`src/rtl/pal_ctrl_pkg.sv`:
```
// Shared definitions for the pal_scan_arb palindrome-window arbiter.
// FSM encoding and result-count width helper.
package pal_ctrl_pkg;

    typedef enum logic [1:0] {
        IDLE   = 2'b00,
        SHIFT  = 2'b01,
        RESULT = 2'b10
    } state_t;

    function automatic int cnt_width(input int w);
        return $clog2(w - 1);
    endfunction

endpackage

```
`src/rtl/pal3_window.sv`:
```
// Three-bit sliding window: two bits of history plus the incoming bit.
// hit flags a palindromic window once two history bits are loaded.
module pal3_window
    import pal_ctrl_pkg::*;
(
    input  logic clk,
    input  logic rst,
    input  logic clr,
    input  logic en,
    input  logic sample,
    output logic hit
);

    logic [1:0] win;
    logic [1:0] fill;

    assign hit = (fill == 2'd2) && (win[1] == sample);

    always_ff @(posedge clk or negedge rst) begin
        if (!rst) begin
            win  <= '0;
            fill <= '0;
        end else if (clr) begin
            win  <= '0;
            fill <= '0;
        end else if (en) begin
            win <= {win[0], sample};
            if (fill != 2'd2)
                fill <= fill + 2'd1;
        end
    end

endmodule

```
`src/rtl/pal_scan_arb.sv`:
```
// Two-requester round-robin front end for the serial 3-bit palindrome detector.
// Build option PAL_FULLWORD_EN adds res_word_pal (word equals its bit-reverse).
module pal_scan_arb
    import pal_ctrl_pkg::*;
#(
    parameter  int W  = 8,
    localparam int CW = cnt_width(W)
) (
    input  logic           clk,
    input  logic           rst,
    input  logic [1:0]     req_valid,
    input  logic [2*W-1:0] req_data,
    output logic [1:0]     req_ready,
    output logic           res_valid,
    output logic           res_id,
    output logic [CW-1:0]  res_count,
    input  logic           res_ready,
    output logic           busy,
    output logic           ser_bit
`ifdef PAL_FULLWORD_EN
    ,
    output logic           res_word_pal
`endif
);

    localparam int KW = $clog2(W);

    generate
        if (W < 3) begin : g_bad_width
            $error("pal_scan_arb: W must be >= 3");
        end
    endgenerate

    state_t         state;
    state_t         nxt;
    logic           last;
    logic           gnt;
    logic           take;
    logic [W-1:0]   word;
    logic [W-1:0]   sel_word;
    logic [KW-1:0]  k;
    logic           hit;

    assign sel_word  = gnt ? req_data[2*W-1:W] : req_data[W-1:0];
    assign res_valid = (state == RESULT);
    assign busy      = (state != IDLE);
    assign ser_bit   = (state == SHIFT) ? word[W-1] : 1'b0;

    always_ff @(posedge clk or negedge rst) begin
        if (!rst)
            state <= IDLE;
        else
            state <= nxt;
    end

    // Tie goes to whoever was not served last; `last` resets to 1 so 0 wins first.
    always_comb begin
        nxt       = state;
        req_ready = 2'b00;
        take      = 1'b0;
        gnt       = 1'b0;
        unique case (state)
            IDLE: begin
                if (|req_valid) begin
                    take      = 1'b1;
                    gnt       = (&req_valid) ? ~last : req_valid[1];
                    req_ready = gnt ? 2'b10 : 2'b01;
                    nxt       = SHIFT;
                end
            end
            SHIFT: begin
                if (k == KW'(W - 1))
                    nxt = RESULT;
            end
            RESULT: begin
                if (res_ready)
                    nxt = IDLE;
            end
            default: nxt = IDLE;
        endcase
    end

    pal3_window u_win (
        .clk    (clk),
        .rst    (rst),
        .clr    (take),
        .en     (state == SHIFT),
        .sample (ser_bit),
        .hit    (hit)
    );

    always_ff @(posedge clk or negedge rst) begin
        if (!rst) begin
            word      <= '0;
            k         <= '0;
            res_count <= '0;
            res_id    <= 1'b0;
            last      <= 1'b1;
        end else if (take) begin
            word      <= sel_word;
            k         <= '0;
            res_count <= '0;
            res_id    <= gnt;
        end else if (state == SHIFT) begin
            word <= word << 1;
            k    <= k + KW'(1);
            if (hit)
                res_count <= res_count + CW'(1);
        end else if (state == RESULT && res_ready) begin
            last <= res_id;
        end
    end

`ifdef PAL_FULLWORD_EN
    logic [W-1:0] rev;

    always_comb begin
        rev = '0;
        for (int i = 0; i < W; i++)
            rev[i] = sel_word[W-1-i];
    end

    always_ff @(posedge clk or negedge rst) begin
        if (!rst)
            res_word_pal <= 1'b0;
        else if (take)
            res_word_pal <= (rev == sel_word);
    end
`endif

endmodule

```
`config.mk`:
```
export PLATFORM = sky130hd
export DESIGN_NAME = pal_scan_arb
export DESIGN_NICKNAME = d
export VERILOG_FILES = /design/src/rtl/pal_ctrl_pkg.sv /design/src/rtl/pal3_window.sv /design/src/rtl/pal_scan_arb.sv
export SDC_FILE = /design/constraint.sdc
export NUM_CORES = 1
export LEC_CHECK = 0
export ABC_AREA = 1
export CAP_MARGIN = 20
export CORE_MARGIN = 3
export CORE_UTILIZATION = 45
export DETAILED_ROUTE_END_ITERATION = 10
export PLACE_DENSITY = 0.79
export SYNTH_ARGS = -nofsm -noshare
export SYNTH_HDL_FRONTEND = slang
export SYNTH_HIERARCHICAL = 1
export SYNTH_SLANG_ARGS = --single-unit
```
`constraint.sdc`:
```
create_clock -name clk -period 2.2 [get_ports clk]
set_input_delay 0.22 -clock clk [delete_from_list [all_inputs] [get_ports clk]]
set_output_delay 0.22 -clock clk [all_outputs]
set_load 0.005 [all_outputs]
```
# [Word-level counts from Yosys, hierarchy flattened]
# Index checks and enable logic that the tools add are counted.
[totals] regBits=22 in_bits=21 out_inout_bits=9
[classes] n_addsub=3 eq_ne=9 n_reduce_logical=13 mux=26 bitwise=3
[ops] op="two-way mux 8 bit" count=3
[ops] op="two-way mux 2 bit" count=11
[ops] op="two-way mux 3 bit" count=5
[ops] op="nonzero test 2 bit" count=4
[ops] op="adder 3 x 1 -> 3 bit (second input constant)" count=2
[ops] op="two-way mux 1 bit" count=6
[ops] op="inequality test 2 bit (second input constant)" count=3
[ops] op="one-hot mux 2 bit (3 select lines)" count=1
[ops] op="AND reduction 2 bit" count=3
[ops] op="AND reduction 3 bit" count=2
[ops] op="equality test 2 bit (second input constant)" count=2
[ops] op="equality test 3 bit (second input constant)" count=1
[ops] op="inverter 1 bit" count=3
[ops] op="adder 2 x 1 -> 2 bit (second input constant)" count=1
[ops] op="equality test 2 x 1 -> 1 bit (second input constant)" count=1
[ops] op="logical AND 1 bit" count=2
[ops] op="zero test 2 bit" count=1
[ops] op="inequality test 2 x 1 -> 1 bit (second input constant)" count=1
[ops] op="OR reduction 2 bit" count=1
[ops] op="equality test 1 bit" count=1

# [Depth between registers and ports, before layout]
[depth] ltp_word=7 mapped_depth=12 ltp_nobuf=12

# [Modules after synthesis]
# The synthesis kept the hierarchy.
[by_module_without_submodules] module="pal_scan_arb" cells_per_inst=132 seq_area_each_um2=451.7 area_each_um2=1008.5 instances=1
[by_module_without_submodules] module="pal3_window" cells_per_inst=28 seq_area_each_um2=100.1 area_each_um2=206.4 instances=1

# [Least setup slack after synthesis]
# Ideal clock, no wire load.
[synth_path] path_type="reg2reg" from="reg state[0]" to="reg res_count[0]" path_slack_ps=512 path_stages_with_launch=12 arrival_time_ps=1568 required_time_ps=2079 path_buffers=0 synth_period_minus_slack_ps=1688 cell_sequence="dfrtp_1 > inv_1 > nor2_4 > inv_2 > nor2_1 > inv_1 > nand2_1 > nand2_1 > nor2_1 > nand2_1 > xor2_1 > nor2_1"
[synth_between] elab_chain_len=6
[synth_lines] element="start, declared" line="pal_scan_arb.sv:34" rtl="state_t state;"
[synth_lines] element="start signal, assigned" line="pal_scan_arb.sv:53" rtl="state <= nxt;"
[synth_lines] element="equality test 2 x 1 -> 1 bit" line="pal_scan_arb.sv:47" rtl="assign ser_bit = (state == SHIFT) ? word[W-1] : 1'b0;"
[synth_lines] element="two-way mux 1 bit" line="pal_scan_arb.sv:47"
[synth_lines] element="named net ser_bit" line="pal_scan_arb.sv:19" rtl="output logic ser_bit"
[synth_lines] element="equality test 1 bit" line="pal3_window.sv:17" rtl="assign hit = (fill == 2'd2) && (win[1] == sample);"
[synth_lines] element="logical AND 1 bit" line="pal3_window.sv:17"
[synth_lines] element="named net hit" line="pal_scan_arb.sv:42" rtl="logic hit;"
[synth_lines] element="nonzero test 2 bit (no source line)"
[synth_lines] element="AND reduction 2 bit (no source line)"
[synth_lines] element="end signal, assigned" line="pal_scan_arb.sv:108" rtl="res_count <= res_count + CW'(1);"
[synth_lines] element="end, declared" line="pal_scan_arb.sv:16" rtl="output logic [CW-1:0] res_count,"
# The timed path passes the listed nets, and every way through them passes these cells.
# A chain may end at the register's enable or synchronous reset.

# [Final worst setup path]
[layout_path] from="reg last" to="out req_ready[0]"
[layout_between] elab_chain_len=5
[layout_lines] element="start, declared" line="pal_scan_arb.sv:36" rtl="logic last;"
[layout_lines] element="start signal, assigned" line="pal_scan_arb.sv:110" rtl="last <= res_id;"
[layout_lines] element="inverter 1 bit" line="pal_scan_arb.sv:66" rtl="gnt = (&req_valid) ? ~last : req_valid[1];"
[layout_lines] element="two-way mux 1 bit" line="pal_scan_arb.sv:66"
[layout_lines] element="two-way mux 2 bit" line="pal_scan_arb.sv:67" rtl="req_ready = gnt ? 2'b10 : 2'b01;"
[layout_lines] element="two-way mux 2 bit" line="pal_scan_arb.sv:64" rtl="if (|req_valid) begin"
[layout_lines] element="two-way mux 2 bit" line="pal_scan_arb.sv:62" rtl="unique case (state)"
[layout_lines] element="end, declared" line="pal_scan_arb.sv:13" rtl="output logic [1:0] req_ready,"
# No other way between the ends.

==> flow_results.org <==
** Run status
- Result of the run :: complete, no violations

** Global route
- Entering global routing, the biggest net connects 15 pins.
- Total global routing overflow :: 0
- First-pass GRT wire length :: 4420 um
- Routing layer with the top usage in global route :: met2
- Met2 global-route usage :: 0.290
- For this run, global-route usage on met1 was measured as 0.211.
- The initial antenna violation count came to 0.
- In the global route stage, met3 resource usage came out at 0.0468.
- The via count of the first global-routing pass came to 1,041.
- Across every metal layer, demand over resource in global routing totals 0.169.

** Clock network
- Level count of the clock H-tree :: 1
- Clock Sink Count :: 22
- Clock buffer count from CTS :: 3
- Post-cts resize count :: 0
- TritonCTS built the clock tree.
- Clock-pin slew on the worst setup and hold paths :: 0.12 ns
- Maximum number of buffers from clock root to sink :: 2
- Clock latency reported for the late side of the worst-skew pair :: 0.30 ns
- The tree is rooted in a sky130_fd_sc_hd__clkbuf_4.
- The number of setup buffers added after CTS is 0.
- Hold-fix buffer count after cts :: 0

** Power
- In this run the power density over the cells is 1260 mW/mm^2.
- Leakage power :: 0.000844 uW
- Peak ir drop on the vdd network :: 0.831 mV

** Synth
- Synth Area in Compound Gates :: 0.105
- Of the post-synthesis cell area, the part taken by muxes is 0.
- Of the total synthesized cell area, the portion taken by AND, OR, NAND and NOR gates is 0.298.
- Total nets after synthesis :: 185
- Cell count after synthesis :: 160
- Xor and xnor area share after synthesis :: 0.0144
- Total number of yosys warnings :: 6
- After synthesis, the largest family of logic cells by area is simple AND/OR/NAND/NOR gates.
- Share of synthesized area occupied by flip-flops and latches :: 0.454
- After synthesis, the mean cell area works out to 7.59 um^2.
- Count of distinct cell types in the synthesized netlist :: 20
- Of the total synthesized cell area, the portion taken by full adders, half adders and majority gates is 0.0412.
- Post-synthesis cell area :: 0.00121 mm^2
- Counting flops and latches in the post-synthesis netlist gives 22.

** Layout
- Number of antenna cells inserted :: 0
- Area used by sequential logic in the layout :: 552 um^2
- For this run, the post-layout net count is 221.
- Counting the fill cells in the layout gives 220.
- Of the cells placed in the final design, the portion with a size suffix greater than 1 is 0.0821.
- In the final layout, the multi-input gates occupy 557 um^2.
- Final core area utilization :: 0.633
- Relative to the synthesized area, the layout overhead comes to 31.4%.
- The top cell types in the final layout, fill and taps aside, are 38 x sky130_fd_sc_hd__nand2_1, 29 x sky130_fd_sc_hd__clkdlybuf4s50_1, 24 x sky130_fd_sc_hd__inv_1.
- The library cell used most frequently in the layout, excluding fill and tap cells, is sky130_fd_sc_hd__nand2_1.

** Routing
- The detailed router placed 1,114 vias in this run.
- For this block, the routed nets add up to 2560 um of wire.
- The count of nets left with antenna violations once routing finished came out at 0.
- Using the TritonRoute via totals, the vias-per-cell ratio works out to 4.95.
- The first routing iteration left 34 violations.
- Residual DRC :: 0
- The first detailed-routing pass took 4 iterations.
- Per-cell routed wire length :: 11.4 um

** Floorplanning
- In this run the core area contains 18 standard-cell rows.
- Io pins :: 30
- Core footprint :: 0.00252 mm^2
- Initial core utilization :: 0.482
- The die is 58.0 um wide.
- Measured along the y axis, the die boundary spans 58.0 um.
- The die covers 0.00336 mm^2.

** STA
- Adding up every negative setup slack in the final design gives 0 ns.
- Setup violations remaining at the end of the flow were counted as 0.
- Achievable Freq :: 0.485 GHz
- After layout, the minimum clock period comes to 2.06 ns.
- Number of pins with negative max-slew slack in the final report :: 0
- Hold Violations, Final :: 0
- Setup repair after global routing left no endpoint under its margin.
- Crit share post-route :: 0.938
- Slew at the pin closest to its max-slew limit :: 0.488 ns
- Final worst clock skew :: 0.00419 ns
- Worst slew margin relative to its limit :: 0.674

** Flow run
- Across the run, the number of max-cap violations was 0.

** Worst setup path
- The critical path is of the reg -> out type.
- Critical path required time :: 1.98 ns
- Crit-path max FO :: 6
- STA classifies the critical path startpoint as a flop.
- At the worst endpoint, the arrival time is 1.84 ns.
- STA classifies the critical path endpoint as an output port.

** Placement
- The congestion estimate from routability-driven global placement came to 0.749.
- Count of input and output buffers :: 29
- After legalization and detailed placement, the total HPWL measured 2040 um.

** Hold path
- Class of the tightest hold or removal check :: in -> async
[flip-flops by register name, indices dropped and copies added, names as in the netlist]
register    flops
word            8
k               3
res_count       3
state           2
u_win/fill      2
u_win/win       2
last            1
res_id          1
[metal layers]
layer,routed length (um),vias to the layer above
li1,-,574
met1,1100,521
met2,1350,15
met3,87,4
met4,18,0
met5,0,-
[worst paths after layout]
path                                start  slack [ns]      endpoint  cells past startpoint
worst max-delay path                 last        0.14  req_ready[0]                      5
worst min register to register       k[0]        0.49          k[0]                      1
worst min-delay path                  rst        0.23          k[2]                      1
worst max register to register   state[0]        0.53  res_count[0]                     11
max in group asynchronous             rst        1.42       word[5]                      2
min in group clk                res_ready        0.49          last                      3
[layout make-up]
type,count,share of cell area
multi-input combinational,111,0.349
sequential,22,0.346
clock buffer,4,0.0227
timing repair buffer,33,0.201
tap,30,0.0235
inverter,25,0.0588
[worst max-delay path, stage by stage, from the launching register on]
cell and delay (ns):
sky130_fd_sc_hd__dfstp_2 0.56, sky130_fd_sc_hd__nand2_1 0.11, sky130_fd_sc_hd__nand2_1 0.10, sky130_fd_sc_hd__nand3_1 0.18, sky130_fd_sc_hd__inv_1 0.09, sky130_fd_sc_hd__clkdlybuf4s50_1 0.50
[report_power, final]
group / total, uW / internal (uW) / leakage, uW / switching, uW
Sequential: 733 / 609 / 0.000269 / 124
Combinational: 1050 / 468 / 0.000555 / 583
Clock: 222 / 101 / 0.0000210 / 121
Total: 2010 / 1180 / 0.000844 / 828
[stage by stage]
stage	setup WS [ns]	instances	cell area, um^2	total power [uW]	hold WS (ns)
detailed placement	0.200	219	1550	1770	0.475
floorplan	0.512	160	1210	1420	-0.0756
global placement	0.245	219	1550	1720	0.459
finish	0.136	225	1600	2010	0.226
CTS	0.0935	223	1580	2000	0.231
global route	0.0384	225	1600	2220	0.243
[cells in the mapped netlist]
cell type                 count  share of area
sky130_fd_sc_hd__nand2_1     38           0.12
sky130_fd_sc_hd__a21oi_1     10          0.041
sky130_fd_sc_hd__buf_2        1         0.0041
sky130_fd_sc_hd__inv_1       24          0.074
sky130_fd_sc_hd__nor2_4       2          0.019
sky130_fd_sc_hd__o31ai_1      1         0.0062
sky130_fd_sc_hd__nand4_1      2          0.010
sky130_fd_sc_hd__inv_2        1         0.0031
sky130_fd_sc_hd__nand3_1     14          0.058
sky130_fd_sc_hd__nor2_1      20          0.062
sky130_fd_sc_hd__buf_4        1         0.0062
sky130_fd_sc_hd__nand2_4      2          0.019
sky130_fd_sc_hd__nand3_2      1         0.0082
sky130_fd_sc_hd__o21ai_1      1         0.0041
sky130_fd_sc_hd__dfstp_2      1          0.022
sky130_fd_sc_hd__dfrtp_1     21           0.43
sky130_fd_sc_hd__ha_1         4          0.041
sky130_fd_sc_hd__xor2_1       2          0.014
sky130_fd_sc_hd__nand2_2      1         0.0052
sky130_fd_sc_hd__o21ai_0     13          0.054
[cells by family after synthesis]
kind of cell,count (synthesis)
AO/OA/AOI/OAI,25
flip-flops,22
adder cells (fa/ha/maj),4
buffers and inverters,27
AND/OR/NAND/NOR,80
XOR/XNOR,2
Power figures use the tool's default switching activity.
